**src/rtl/uart_rx_pkg.sv**
```systemverilog
// uart_rx_pkg: shared types and constants for the UART receive-side controller.
// Holds the controller state enum, parity type encodings, the error counter
// width and a saturating-increment helper for those counters.
package uart_rx_pkg;

   typedef enum logic [1:0] {
      DISABLED = 2'd0,
      ACTIVE   = 2'd1,
      DRAIN    = 2'd2
   } rx_ctrl_state_t;

   localparam logic PAR_EVEN = 1'b0;
   localparam logic PAR_ODD  = 1'b1;

   localparam int ERR_CNT_W = 8;

   // Increment that sticks at all-ones instead of wrapping.
   function automatic logic [ERR_CNT_W-1:0] sat_inc(input logic [ERR_CNT_W-1:0] v);
      return (&v) ? v : v + 1'b1;
   endfunction

endpackage

```
**src/rtl/rx_frame_ctrl_if.sv**
```systemverilog
// rx_frame_ctrl_if: bundle of every non-clock signal of rx_frame_ctrl.
// Ports: configuration request/applied fields, RX FSM status and frame pulses,
// FIFO consumer handshake (Out_*), status (Overrun, error counters, Clr_Status).
// modport slave is the controller; modport master is the RX FSM / consumer side.
interface rx_frame_ctrl_if #(
   parameter int DATA_WIDTH = 8,
   parameter int FIFO_DEPTH = 4
);
   localparam int CW = $clog2(FIFO_DEPTH) + 1;

   // configuration
   logic                  Cfg_Write;
   logic                  Cfg_Rx_Enable;
   logic                  Cfg_Parity_Enable;
   logic                  Cfg_Parity_Type;
   logic                  Cfg_Busy;
   logic                  Rx_Enable;
   logic                  Parity_Enable;
   logic                  Parity_Type;
   // receiver side
   logic                  Rx_Busy;
   logic [DATA_WIDTH-1:0] Rx_Data;
   logic                  Rx_Data_Valid;
   logic                  Rx_Parity_Error;
   logic                  Rx_Stop_Error;
   // consumer side
   logic [DATA_WIDTH-1:0] Out_Data;
   logic                  Out_Valid;
   logic                  Out_Ready;
   logic [CW-1:0]         Fifo_Count;
   // status
   logic                  Overrun;
   logic                  Clr_Status;
   logic [7:0]            Parity_Err_Cnt;
   logic [7:0]            Stop_Err_Cnt;

   modport slave (
      input  Cfg_Write, Cfg_Rx_Enable, Cfg_Parity_Enable, Cfg_Parity_Type,
      output Cfg_Busy, Rx_Enable, Parity_Enable, Parity_Type,
      input  Rx_Busy, Rx_Data, Rx_Data_Valid, Rx_Parity_Error, Rx_Stop_Error,
      output Out_Data, Out_Valid, Fifo_Count,
      input  Out_Ready,
      output Overrun, Parity_Err_Cnt, Stop_Err_Cnt,
      input  Clr_Status
   );

   modport master (
      output Cfg_Write, Cfg_Rx_Enable, Cfg_Parity_Enable, Cfg_Parity_Type,
      input  Cfg_Busy, Rx_Enable, Parity_Enable, Parity_Type,
      output Rx_Busy, Rx_Data, Rx_Data_Valid, Rx_Parity_Error, Rx_Stop_Error,
      input  Out_Data, Out_Valid, Fifo_Count,
      output Out_Ready,
      input  Overrun, Parity_Err_Cnt, Stop_Err_Cnt,
      output Clr_Status
   );

endinterface

```
**src/rtl/rx_frame_fifo.sv**
```systemverilog
// rx_frame_fifo: first-word-fall-through frame buffer with a registered head.
// Latency: write into an empty FIFO shows at head/not_empty one cycle later.
// Backpressure: caller only writes when !full or reading in the same cycle.
// Ports: CLK, RST (sync, active-high), wr/wr_data, rd, head, not_empty, full, count.
module rx_frame_fifo #(
   parameter  int DATA_WIDTH = 8,
   parameter  int FIFO_DEPTH = 4,
   localparam int AW         = $clog2(FIFO_DEPTH)
) (
   input  logic                  CLK,
   input  logic                  RST,
   input  logic                  wr,
   input  logic [DATA_WIDTH-1:0] wr_data,
   input  logic                  rd,
   output logic [DATA_WIDTH-1:0] head,
   output logic                  not_empty,
   output logic                  full,
   output logic [AW:0]           count
);

   localparam logic [AW:0] CNT_ONE = (AW+1)'(1);

   logic [DATA_WIDTH-1:0] mem [FIFO_DEPTH];
   logic [AW:0]           wr_ptr;
   logic [AW:0]           rd_ptr;
   logic [AW-1:0]         rd_idx_next;

   // Extra pointer bit distinguishes full from empty when the indices match.
   assign count       = wr_ptr - rd_ptr;
   assign not_empty   = (wr_ptr != rd_ptr);
   assign full        = (wr_ptr[AW] != rd_ptr[AW]) && (wr_ptr[AW-1:0] == rd_ptr[AW-1:0]);
   assign rd_idx_next = rd_ptr[AW-1:0] + 1'b1;

   // Storage needs no reset: entries are only observed through head.
   always_ff @(posedge CLK) begin
      if (wr) begin
         mem[wr_ptr[AW-1:0]] <= wr_data;
      end
   end

   always_ff @(posedge CLK) begin
      if (RST) begin
         wr_ptr <= '0;
         rd_ptr <= '0;
         head   <= '0;
      end else begin
         if (wr) begin
            wr_ptr <= wr_ptr + 1'b1;
         end
         if (rd) begin
            rd_ptr <= rd_ptr + 1'b1;
         end
         // Head reloads from the incoming word when it becomes the oldest
         // entry, otherwise from the next stored slot after a pop.
         if (wr && (!not_empty || (rd && count == CNT_ONE))) begin
            head <= wr_data;
         end else if (rd && count > CNT_ONE) begin
            head <= mem[rd_idx_next];
         end
      end
   end

endmodule

```
**src/rtl/rx_frame_ctrl.sv**
```systemverilog
// rx_frame_ctrl: UART receive-side config owner, frame buffer and status block.
// Latency: idle config apply and frame-to-Out_Valid are both one cycle.
// Backpressure: Out_Valid/Out_Ready; a good frame arriving with no space is dropped and sets Overrun.
// Ports: CLK, RST (sync, active-high), bus (rx_frame_ctrl_if.slave).
// Optional: define RX_FRAME_ERR_CNT_EN to build the saturating parity/stop error counters;
// otherwise Parity_Err_Cnt and Stop_Err_Cnt are tied to 0.
module rx_frame_ctrl
   import uart_rx_pkg::*;
#(
   parameter int DATA_WIDTH = 8,
   parameter int FIFO_DEPTH = 4
) (
   input  logic           CLK,
   input  logic           RST,
   rx_frame_ctrl_if.slave bus
);

   rx_ctrl_state_t state, state_nxt;

   logic sh_en, sh_pen, sh_ptype;
   logic rx_en_q, par_en_q, par_type_q;
   logic shadow_ld;
   logic apply;
   logic ap_en, ap_pen, ap_ptype;

   // Config FSM: a write applies at once unless a frame is in flight while
   // receiving; then it waits in DRAIN for the RX FSM to go idle.
   always_comb begin
      state_nxt = state;
      shadow_ld = 1'b0;
      apply     = 1'b0;
      ap_en     = sh_en;
      ap_pen    = sh_pen;
      ap_ptype  = sh_ptype;
      if (bus.Cfg_Write) begin
         shadow_ld = 1'b1;
         if (state == DISABLED || !bus.Rx_Busy) begin
            apply    = 1'b1;
            ap_en    = bus.Cfg_Rx_Enable;
            ap_pen   = bus.Cfg_Parity_Enable;
            ap_ptype = bus.Cfg_Parity_Type;
         end else begin
            state_nxt = DRAIN;
         end
      end else if (state == DRAIN && !bus.Rx_Busy) begin
         apply = 1'b1;
      end
      if (apply) begin
         state_nxt = ap_en ? ACTIVE : DISABLED;
      end
   end

   always_ff @(posedge CLK) begin
      if (RST) begin
         state      <= DISABLED;
         sh_en      <= 1'b0;
         sh_pen     <= 1'b0;
         sh_ptype   <= PAR_EVEN;
         rx_en_q    <= 1'b0;
         par_en_q   <= 1'b0;
         par_type_q <= PAR_EVEN;
      end else begin
         state <= state_nxt;
         if (shadow_ld) begin
            sh_en    <= bus.Cfg_Rx_Enable;
            sh_pen   <= bus.Cfg_Parity_Enable;
            sh_ptype <= bus.Cfg_Parity_Type;
         end
         if (apply) begin
            rx_en_q    <= ap_en;
            par_en_q   <= ap_pen;
            par_type_q <= ap_ptype;
         end
      end
   end

   assign bus.Cfg_Busy      = (state == DRAIN);
   assign bus.Rx_Enable     = rx_en_q;
   assign bus.Parity_Enable = par_en_q;
   assign bus.Parity_Type   = par_type_q;

   // Frame buffering: frames count in ACTIVE and DRAIN; a same-cycle pop frees a slot.
   logic accept, fifo_full, fifo_ne, fifo_wr, fifo_rd, wr_req, ovr_set;

   assign accept  = (state != DISABLED);
   assign fifo_rd = fifo_ne && bus.Out_Ready;
   assign wr_req  = bus.Rx_Data_Valid && accept;
   assign fifo_wr = wr_req && (!fifo_full || fifo_rd);
   assign ovr_set = wr_req && fifo_full && !fifo_rd;

   rx_frame_fifo #(
      .DATA_WIDTH (DATA_WIDTH),
      .FIFO_DEPTH (FIFO_DEPTH)
   ) u_fifo (
      .CLK       (CLK),
      .RST       (RST),
      .wr        (fifo_wr),
      .wr_data   (bus.Rx_Data),
      .rd        (fifo_rd),
      .head      (bus.Out_Data),
      .not_empty (fifo_ne),
      .full      (fifo_full),
      .count     (bus.Fifo_Count)
   );

   assign bus.Out_Valid = fifo_ne;

   // Status: a set event beats a coincident clear.
   logic overrun_q;

   always_ff @(posedge CLK) begin
      if (RST) begin
         overrun_q <= 1'b0;
      end else if (ovr_set) begin
         overrun_q <= 1'b1;
      end else if (bus.Clr_Status) begin
         overrun_q <= 1'b0;
      end
   end

   assign bus.Overrun = overrun_q;

`ifdef RX_FRAME_ERR_CNT_EN
   logic [ERR_CNT_W-1:0] par_cnt, stop_cnt;
   logic                 par_set, stop_set;

   assign par_set  = bus.Rx_Parity_Error && accept;
   assign stop_set = bus.Rx_Stop_Error && accept;

   always_ff @(posedge CLK) begin
      if (RST) begin
         par_cnt  <= '0;
         stop_cnt <= '0;
      end else begin
         if (par_set) begin
            par_cnt <= bus.Clr_Status ? ERR_CNT_W'(1) : sat_inc(par_cnt);
         end else if (bus.Clr_Status) begin
            par_cnt <= '0;
         end
         if (stop_set) begin
            stop_cnt <= bus.Clr_Status ? ERR_CNT_W'(1) : sat_inc(stop_cnt);
         end else if (bus.Clr_Status) begin
            stop_cnt <= '0;
         end
      end
   end

   assign bus.Parity_Err_Cnt = par_cnt;
   assign bus.Stop_Err_Cnt   = stop_cnt;
`else
   logic unused_err_pulses;
   assign unused_err_pulses  = bus.Rx_Parity_Error ^ bus.Rx_Stop_Error;
   assign bus.Parity_Err_Cnt = '0;
   assign bus.Stop_Err_Cnt   = '0;
`endif

endmodule
```
**src/flat_wrapper.sv**
```systemverilog
// flat-port wrapper written by rule: the top's interface ports become plain ports
module rx_frame_ctrl_flat import uart_rx_pkg::*;
#(
   parameter int DATA_WIDTH = 8,
   parameter int FIFO_DEPTH = 4
)
  (CLK, RST, bus_Cfg_Write, bus_Cfg_Rx_Enable, bus_Cfg_Parity_Enable, bus_Cfg_Parity_Type, bus_Cfg_Busy, bus_Rx_Enable, bus_Parity_Enable, bus_Parity_Type, bus_Rx_Busy, bus_Rx_Data, bus_Rx_Data_Valid, bus_Rx_Parity_Error, bus_Rx_Stop_Error, bus_Out_Data, bus_Out_Valid, bus_Fifo_Count, bus_Out_Ready, bus_Overrun, bus_Parity_Err_Cnt, bus_Stop_Err_Cnt, bus_Clr_Status);
  rx_frame_ctrl_if #(.DATA_WIDTH(DATA_WIDTH), .FIFO_DEPTH(FIFO_DEPTH)) bus_i ();
  input  logic CLK;
  input  logic RST;
  input wire logic [$bits(bus_i.Cfg_Write)-1:0] bus_Cfg_Write;
  input wire logic [$bits(bus_i.Cfg_Rx_Enable)-1:0] bus_Cfg_Rx_Enable;
  input wire logic [$bits(bus_i.Cfg_Parity_Enable)-1:0] bus_Cfg_Parity_Enable;
  input wire logic [$bits(bus_i.Cfg_Parity_Type)-1:0] bus_Cfg_Parity_Type;
  output wire logic [$bits(bus_i.Cfg_Busy)-1:0] bus_Cfg_Busy;
  output wire logic [$bits(bus_i.Rx_Enable)-1:0] bus_Rx_Enable;
  output wire logic [$bits(bus_i.Parity_Enable)-1:0] bus_Parity_Enable;
  output wire logic [$bits(bus_i.Parity_Type)-1:0] bus_Parity_Type;
  input wire logic [$bits(bus_i.Rx_Busy)-1:0] bus_Rx_Busy;
  input wire logic [$bits(bus_i.Rx_Data)-1:0] bus_Rx_Data;
  input wire logic [$bits(bus_i.Rx_Data_Valid)-1:0] bus_Rx_Data_Valid;
  input wire logic [$bits(bus_i.Rx_Parity_Error)-1:0] bus_Rx_Parity_Error;
  input wire logic [$bits(bus_i.Rx_Stop_Error)-1:0] bus_Rx_Stop_Error;
  output wire logic [$bits(bus_i.Out_Data)-1:0] bus_Out_Data;
  output wire logic [$bits(bus_i.Out_Valid)-1:0] bus_Out_Valid;
  output wire logic [$bits(bus_i.Fifo_Count)-1:0] bus_Fifo_Count;
  input wire logic [$bits(bus_i.Out_Ready)-1:0] bus_Out_Ready;
  output wire logic [$bits(bus_i.Overrun)-1:0] bus_Overrun;
  output wire logic [$bits(bus_i.Parity_Err_Cnt)-1:0] bus_Parity_Err_Cnt;
  output wire logic [$bits(bus_i.Stop_Err_Cnt)-1:0] bus_Stop_Err_Cnt;
  input wire logic [$bits(bus_i.Clr_Status)-1:0] bus_Clr_Status;
  assign bus_i.Cfg_Write = bus_Cfg_Write;
  assign bus_i.Cfg_Rx_Enable = bus_Cfg_Rx_Enable;
  assign bus_i.Cfg_Parity_Enable = bus_Cfg_Parity_Enable;
  assign bus_i.Cfg_Parity_Type = bus_Cfg_Parity_Type;
  assign bus_Cfg_Busy = bus_i.Cfg_Busy;
  assign bus_Rx_Enable = bus_i.Rx_Enable;
  assign bus_Parity_Enable = bus_i.Parity_Enable;
  assign bus_Parity_Type = bus_i.Parity_Type;
  assign bus_i.Rx_Busy = bus_Rx_Busy;
  assign bus_i.Rx_Data = bus_Rx_Data;
  assign bus_i.Rx_Data_Valid = bus_Rx_Data_Valid;
  assign bus_i.Rx_Parity_Error = bus_Rx_Parity_Error;
  assign bus_i.Rx_Stop_Error = bus_Rx_Stop_Error;
  assign bus_Out_Data = bus_i.Out_Data;
  assign bus_Out_Valid = bus_i.Out_Valid;
  assign bus_Fifo_Count = bus_i.Fifo_Count;
  assign bus_i.Out_Ready = bus_Out_Ready;
  assign bus_Overrun = bus_i.Overrun;
  assign bus_Parity_Err_Cnt = bus_i.Parity_Err_Cnt;
  assign bus_Stop_Err_Cnt = bus_i.Stop_Err_Cnt;
  assign bus_i.Clr_Status = bus_Clr_Status;
  rx_frame_ctrl #(.DATA_WIDTH(DATA_WIDTH), .FIFO_DEPTH(FIFO_DEPTH)) u_core (.CLK(CLK), .RST(RST), .bus(bus_i));
endmodule
```
**config.mk**
```make
export PLATFORM = sky130hd
export DESIGN_NAME = rx_frame_ctrl_flat
export DESIGN_NICKNAME = d
export VERILOG_FILES = /design/src/rtl/uart_rx_pkg.sv /design/src/rtl/rx_frame_ctrl_if.sv /design/src/rtl/rx_frame_fifo.sv /design/src/rtl/rx_frame_ctrl.sv /design/src/flat_wrapper.sv
export SDC_FILE = /design/constraint.sdc
export NUM_CORES = 1
export LEC_CHECK = 0
export CORE_MARGIN = 10
export CORE_UTILIZATION = 42
export CTS_CLUSTER_DIAMETER = 30
export DETAILED_ROUTE_END_ITERATION = 8
export MAX_ROUTING_LAYER = met4
export PLACE_DENSITY = 0.67
export SLEW_MARGIN = 40
export SYNTH_ARGS = -nofsm -noshare
export SYNTH_HDL_FRONTEND = slang
export SYNTH_SLANG_ARGS = --single-unit
export TNS_END_PERCENT = 1
```
**constraint.sdc**
```tcl
create_clock -name CLK -period 3.3 [get_ports CLK]
set_input_delay 0.66 -clock CLK [delete_from_list [all_inputs] [get_ports CLK]]
set_output_delay 0.66 -clock CLK [all_outputs]
set_load 0.05 [all_outputs]
```
==> qor.yml, run 1 <==
status: "finished, final reports clean"
io_buffers: 34
top_layer_used: "met4"
grt_pass1_vias: 1693
fin_cells: 318
syn_area_um2: 2620
placed_area_um2: 2950
slew_violations: 0
gp_congestion: 0.767
relSlewSlack: 0.557
synth_top_cell_by_area: "edfxtp_1"
drc: 0
power_density_nw_per_um2: 501
nFillCells: 546
synth_cell_types: 43
route.met2.wl_um: 2560
grt_max_degree: 19
met1Wirelength_um: 2380
yosysSeqAreaShare: 0.544
rsz0062_at_grt: "false"
synth_edf_count: 32
fin_nets: 270
period_needed_ns: 3.15
clockRootBuffer: "clkbuf_8"
area_delta_synth_final_pct: 16.2
routed_via_density: 5.20
ios: 53
min_path_type: "flop to flop"
tightest_slew_ns: 0.662
yosys-top-cells-count: "edfxtp_1 (32), dfxtp_1 (23), buf_4 (16), nor2_1 (13), o21ai_0 (10)"
placed_cells: 310
post-route-period-util: 0.954
netlist_instances: 210
n_antenna_cell: 0
finalInstanceArea_um2: 3040
tritoncts: "built"
clock_skew_ns: 0.0125
crit_fanout: 4
row_count: 28
antenna_found_initial: 0
h-tree-depth: 2
ys_warn_count: 0
design.die.area_um2: 9780
synthTopCellsByArea: "edfxtp_1 (37%), dfxtp_1 (18%), mux4_2 (6.9%), buf_4 (4.6%), ha_1 (3.3%)"
cp_slowest_cell: "clkdlybuf4s50_1"
wl_per_cell_um: 16.7
start_kind: "flop"
wirelength_um: 5310
cp-end-kind: "output port"
ctsResizeCount: 0
drt-initial-drc-count: 146
hpwl_um: 3870
grt_pass1_wl_um: 8800
yosysTopAreaCellShare: 0.367
syn_avg_cell_area_um2: 12.5
start_util: 0.437
die_y_um: 98.9
power_leakage_nw: 1.11
finalSetupTns_ns: 0
drive_gt1_frac: 0.111
cts.clk_slew.worst_paths_ns: 0.09
clkLatencyLatePin_ns: 0.31
synth_seq_cells: 55
clock_tree.buffer_depth: 2
finalSetupViolCount: 0
cpPeakStageDelay_ns: 0.82
die_x_um: 98.9
final-hold-violation-count: 0
worstSetupPathType: "flop to output port"
cp.required_ns: 2.64
cts_setup_buffers: 0
ir_worst_vdd_mv: 0.344
cts_num_sinks: 55
drt-pass1-iter-count: 4
max_cap_violations: 0
hold_buffers: 0
synth_ff_type: "edfxtp_1"
drtAntennaViolNets: 0
synth_most_common_cell: "edfxtp_1"
fmax_ghz: 0.318
path_cells: "inv_1 -> ha_1 -> fa_1 -> xor3_2 -> clkdlybuf4s50_1"
track_usage: 0.114
met3_length_um: 312
cts_buffers: 5
num_vias: 1655
core_um2: 5990
critPathArrivalTime_ns: 2.49
overflow: 0
async_flop_share: 0
[routing by layer]
layer / global-route usage / vias to the layer above
met5: - / -
met4: 0.0298 / 0
met3: 0.0363 / 4
met2: 0.179 / 41
met1: 0.138 / 793
li1: - / 817
[registers in the layout (all words and copies together), names as in the netlist]
register / flops
u_core.sh_ptype: 1
u_core.bus.Rx_Enable: 1
u_core.state: 2
u_core.sh_en: 1
u_core.u_fifo.wr_ptr: 3
u_core.bus.Overrun: 1
u_core.bus.Parity_Enable: 1
u_core.u_fifo.rd_ptr: 3
u_core.u_fifo.head: 8
u_core.bus.Parity_Type: 1
u_core.u_fifo.mem: 32
u_core.sh_pen: 1
[metrics by stage]
step	setup slack [ns]	power [mW]	hold WS [ns]	util
after global routing	0.0702	1.60	0.517	0.507
after CTS	0.137	1.53	0.504	0.507
after detailed placement	0.476	1.16	0.486	0.492
after floorplan	0.772	1.06	0.461	-
after global placement	0.506	1.16	0.480	0.492
final	0.153	1.52	0.501	0.507
[power breakdown]
part,total (mW),leakage (nW),internal (mW),switching [mW]
Clock,0.381,0.0461,0.154,0.227
Combinational,0.375,0.583,0.133,0.241
Sequential,0.767,0.477,0.751,0.0162
[cells in the final DEF, fill, tap and decap left out, drive strengths merged, types with 2 or more instances in the layout]
| cell | instances |
|---|---|
| mux2i | 6 |
| xnor2 | 2 |
| inv | 10 |
| dfxtp | 23 |
| a31oi | 7 |
| clkbuf | 5 |
| edfxtp | 32 |
| o211ai | 2 |
| nand3 | 7 |
| and2 | 3 |
| mux4 | 8 |
| conb | 16 |
| ha | 7 |
| o21ai | 10 |
| xor2 | 4 |
| clkdlybuf4s50 | 33 |
| buf | 5 |
| o41ai | 6 |
| nand3b | 3 |
| nand2b | 3 |
| o22a | 3 |
| o31ai | 2 |
| o221a | 3 |
| nand2 | 6 |
| nor2 | 13 |
| a21oi | 8 |
[worst paths after layout]
check / slack, ns / endpoint / startpoint / depth (start not counted)
max: 0.15 / bus_Fifo_Count[2] / u_core.u_fifo.wr_ptr[0]$_SDFFE_PP0P_ / 5
min: 0.50 / u_core.bus.Rx_Enable$_SDFFE_PP0P_ / u_core.bus.Rx_Enable$_SDFFE_PP0P_ / 2
max reg2reg: 0.80 / u_core.u_fifo.head[2]$_SDFFE_PP0P_ / u_core.u_fifo.wr_ptr[0]$_SDFFE_PP0P_ / 7
min reg2reg: 0.50 / u_core.bus.Rx_Enable$_SDFFE_PP0P_ / u_core.bus.Rx_Enable$_SDFFE_PP0P_ / 2
[cell families (layout without fill, tap and decap cells)]
kind of cell	Yosys count	in the layout	share of synthesized area
AOI/OAI and AO/OA	46	46	0.121
xor gates and xnor gates	7	7	0.0297
adders and majority gates	8	8	0.0411
buffers and inverters	37	55	0.0847
DFF	55	55	0.544
muxes	15	15	0.0962
other	1	16	0.00143
and+or+nand+nor	41	41	0.0823
[critical path, delay by kind of cell, from the launching register on]
kind	cells	cell delay, ns
buffers and inverters	2	0.93
adder cells (fa/ha/maj)	2	0.59
flip-flops	1	0.42
XOR/XNOR	1	0.26
[area by class of cell]
| type | instances | area, um2 | area share |
|---|---|---|---|
| Clock buffer | 5 | 68.8 | 0.0227 |
| Inverter | 9 | 33.8 | 0.0111 |
| Tap cell | 75 | 93.8 | 0.0309 |
| Clock inverter | 3 | 23.8 | 0.00783 |
| Sequential cell | 55 | 1420 | 0.468 |
| Timing Repair Buffer | 38 | 368 | 0.121 |
| Multi-Input combinational cell | 133 | 1030 | 0.339 |
Power figures use the tool's default switching activity.
==> run 2, diff against run 1 <==
--- a/config.mk
+++ b/config.mk
@@ -5,6 +5,7 @@
 export SDC_FILE = /design/constraint.sdc
 export NUM_CORES = 1
 export LEC_CHECK = 0
+export CAP_MARGIN = 0
 export CORE_MARGIN = 10
 export CORE_UTILIZATION = 42
 export CTS_CLUSTER_DIAMETER = 30
==> results of run 2 <==
No change in the layout: final DEF, timing and power equal those of run 1.
==> run 3, diff against run 2 <==
--- a/config.mk
+++ b/config.mk
@@ -5,6 +5,7 @@
 export SDC_FILE = /design/constraint.sdc
 export NUM_CORES = 1
 export LEC_CHECK = 0
+export ABC_AREA = 1
 export CAP_MARGIN = 0
 export CORE_MARGIN = 10
 export CORE_UTILIZATION = 42
@@ -16,4 +17,4 @@
 export SYNTH_ARGS = -nofsm -noshare
 export SYNTH_HDL_FRONTEND = slang
 export SYNTH_SLANG_ARGS = --single-unit
-export TNS_END_PERCENT = 1
+export TNS_END_PERCENT = 20
==> qor.yml, run 3 <==
status: "finished, final reports clean"
cp_slowest_cell: "clkdlybuf4s50_1"
cp_top_family: "buffers and inverters"
synth_most_common_cell: "nand2_1"
die_x_um: 99.6  # +0.72%
cts_num_sinks: 55  # unchanged
post-route-period-util: 0.948  # -0.00621
yosysTopAreaCellShare: 0.361  # -0.00656
ir_worst_vdd_mv: 0.337  # -1.8%
relSlewSlack: 0.646  # +0.0890
rr_worst_depth: 13  # +6
rsz0062_at_grt: "false"
core_um2: 6030  # +0.58%
setup_slack_ns: 0.173  # +0.0205 ns
cts_buffers: 5  # unchanged
async_flop_share: 0  # unchanged
ys_warn_count: 0  # unchanged
tritoncts: "built"
drtAntennaViolNets: 0  # unchanged
crit_fanout: 5  # +1
drive_gt1_frac: 0.0940  # -0.0171
finalSetupTns_ns: 0  # unchanged
clock_tree.buffer_depth: 2  # unchanged
path_cells: "inv_1 -> ha_1 -> fa_1 -> nand3_1 -> nand2_2 -> inv_1 -> clkdlybuf4s50_1"
ios: 53  # unchanged
rrSetupSlack_ns: 1.16  # +0.36 ns
cp.required_ns: 2.64  # about the same
crit_top_cell: "inv_1"
gp_congestion: 0.786  # +2.5%
n_antenna_cell: 0  # unchanged
final-hold-violation-count: 0  # unchanged
hold_buffers: 0  # unchanged
critPathArrivalTime_ns: 2.47  # -0.02 ns
synth_edf_count: 32  # unchanged
fmax_ghz: 0.320  # +0.65%
wl_per_cell_um: 14.1  # -16%
synth_top_cell_by_area: "edfxtp_1"
worstHoldPathCells: 2  # unchanged
tightest_slew_ns: 0.530  # -0.132 ns
design.die.area_um2: 9920  # +1.5%
hp-start: "u_core.sh_pen$_SDFFE_PP0P_"
cpPeakStageDelay_ns: 0.79  # -0.03 ns
overflow: 0  # unchanged
worstSetupPathType: "flop to output port"
clkLatencyLatePin_ns: 0.30  # about the same
period_needed_ns: 3.13  # -0.0205 ns
cts_setup_buffers: 0  # unchanged
track_usage: 0.112  # -0.00196
drt-initial-drc-count: 163  # +12%
yosysSeqAreaShare: 0.534  # -0.00971
finalSetupViolCount: 0  # unchanged
min_path_type: "flop to flop"
area_delta_synth_final_pct: 16.5
row_count: 28  # unchanged
fin_nets: 346  # +28%
synth_ff_type: "edfxtp_1"
slew_violations: 0  # unchanged
synthTopCellsByArea: "edfxtp_1 (36%), dfxtp_1 (17%), nand2_1 (5.1%), buf_4 (4.8%), o21ai_0 (4.7%)"
timing.rr.end: "u_core.u_fifo.head[3]$_SDFFE_PP0P_"
synth_cell_types: 31  # -28%
start_kind: "flop"
cp-end-kind: "output port"
dp_slack_ns: 0.498  # +0.0224 ns
die_y_um: 99.6  # +0.72%
met3_length_um: 480  # +54%
synth_seq_cells: 55  # unchanged
cts.clk_slew.worst_paths_ns: 0.09  # about the same
start_util: 0.442  # +0.00535
yosys-top-cells-count: "nand2_1 (36), edfxtp_1 (32), nor2_1 (31), inv_1 (26), o21ai_0 (25)"
final_common_cell: "nand2_1"
io_buffers: 34  # unchanged
netlist_instances: 281  # +34%
grt_pass1_vias: 1773  # +4.7%
syn_avg_cell_area_um2: 9.48  # -24%
wirelength_um: 5540  # +4.3%
antenna_found_initial: 0  # unchanged
worstReg2RegStart: "u_core.u_fifo.wr_ptr[0]$_SDFFE_PP0P_"
syn_area_um2: 2660  # +1.8%
h-tree-depth: 2  # unchanged
hold_path_end: "u_core.sh_pen$_SDFFE_PP0P_"
met1Wirelength_um: 2420  # +1.9%
clock_skew_ns: 0.00359  # -0.00894 ns
path_buf_inv: 3  # +1
power_leakage_nw: 1.26  # +14%
drt-pass1-iter-count: 4  # unchanged
drc: 0  # unchanged
routed_via_density: 4.87  # -6.5%
power_density_nw_per_um2: 632  # +26%
max_cap_violations: 0  # unchanged
largest_reg_flops: 32  # unchanged
grt_pass1_wl_um: 8770  # -0.40%
num_vias: 1917  # +16%
grt_max_degree: 19  # unchanged
route.met2.wl_um: 2560  # -0.12%
top_layer_used: "met4"
ctsResizeCount: 0  # unchanged
final_cell_mix: "nand2_1 (36), clkdlybuf4s50_1 (34), edfxtp_1 (32)"
clockRootBuffer: "clkbuf_8"
hpwl_um: 3960  # +2.5%
## run 3: report_power, final
part / switching [mW] / internal [mW]
sequential: 0.0237 / 0.774
clock: 0.210 / 0.149
combinational: 0.551 / 0.252
## run 3: cell families (layout without fill, tap and decap cells)
| family | count (synthesis) | count (layout) | share of synthesized area |
|---|---|---|---|
| other cells | 1 | 16 | 0.00141 |
| compound gates | 57 | 57 | 0.124 |
| simple gates | 100 | 100 | 0.180 |
| mux | 2 | 2 | 0.00752 |
| buf+inv | 58 | 81 | 0.114 |
| flops | 55 | 55 | 0.534 |
| fa+ha+maj | 8 | 8 | 0.0404 |
## run 3: layout make-up
type / instances / area, um2
multi-input combinational: 183 / 995
timing repair buffer: 39 / 378
sequential: 55 / 1420
tap: 75 / 93.8
clock buffer: 6 / 72.6
clock inverter: 2 / 12.5
fill: 558 / 2920
inverter: 34 / 130
## run 3: per-layer routing
metal,GRT usage,vias up
met3,0.0457,4
met2,0.177,60
met1,0.123,872
met4,0.0441,0
met5,-,-
li1,-,981
## run 3: per-stage QoR
stage               power [mW]  area [um2]  utilization  hold slack, ns  instances
floorplan                 1.42        2720            -           0.439        296
global placement          1.61        3020        0.501           0.451        386
detailed placement        1.62        3020        0.501           0.460        386
CTS                       1.97        3100        0.515           0.474        394
global route              2.07        3100        0.515           0.481        394
finish                    1.96        3100        0.515           0.469        394
## run 3: worst max path at each step
stage	from	endpoint	depth (start not counted)	slack, ns
floorplan	u_core.u_fifo.wr_ptr[0]$_SDFFE_PP0P_	bus_Fifo_Count[2]	6	1.14
global placement	u_core.u_fifo.wr_ptr[0]$_SDFFE_PP0P_	bus_Fifo_Count[2]	7	0.55
detailed placement	u_core.u_fifo.wr_ptr[0]$_SDFFE_PP0P_	bus_Fifo_Count[2]	7	0.50
CTS	u_core.u_fifo.wr_ptr[0]$_SDFFE_PP0P_	bus_Fifo_Count[2]	7	0.16
global route	u_core.u_fifo.wr_ptr[0]$_SDFFE_PP0P_	bus_Fifo_Count[2]	7	0.05
finish	u_core.u_fifo.wr_ptr[0]$_SDFFE_PP0P_	bus_Fifo_Count[2]	7	0.17
## run 3: worst min-delay path, cell delays in order (launching register included)
cell and delay, ns:
dfxtp_1 0.32, nand2_1 0.06, a21oi_1 0.05
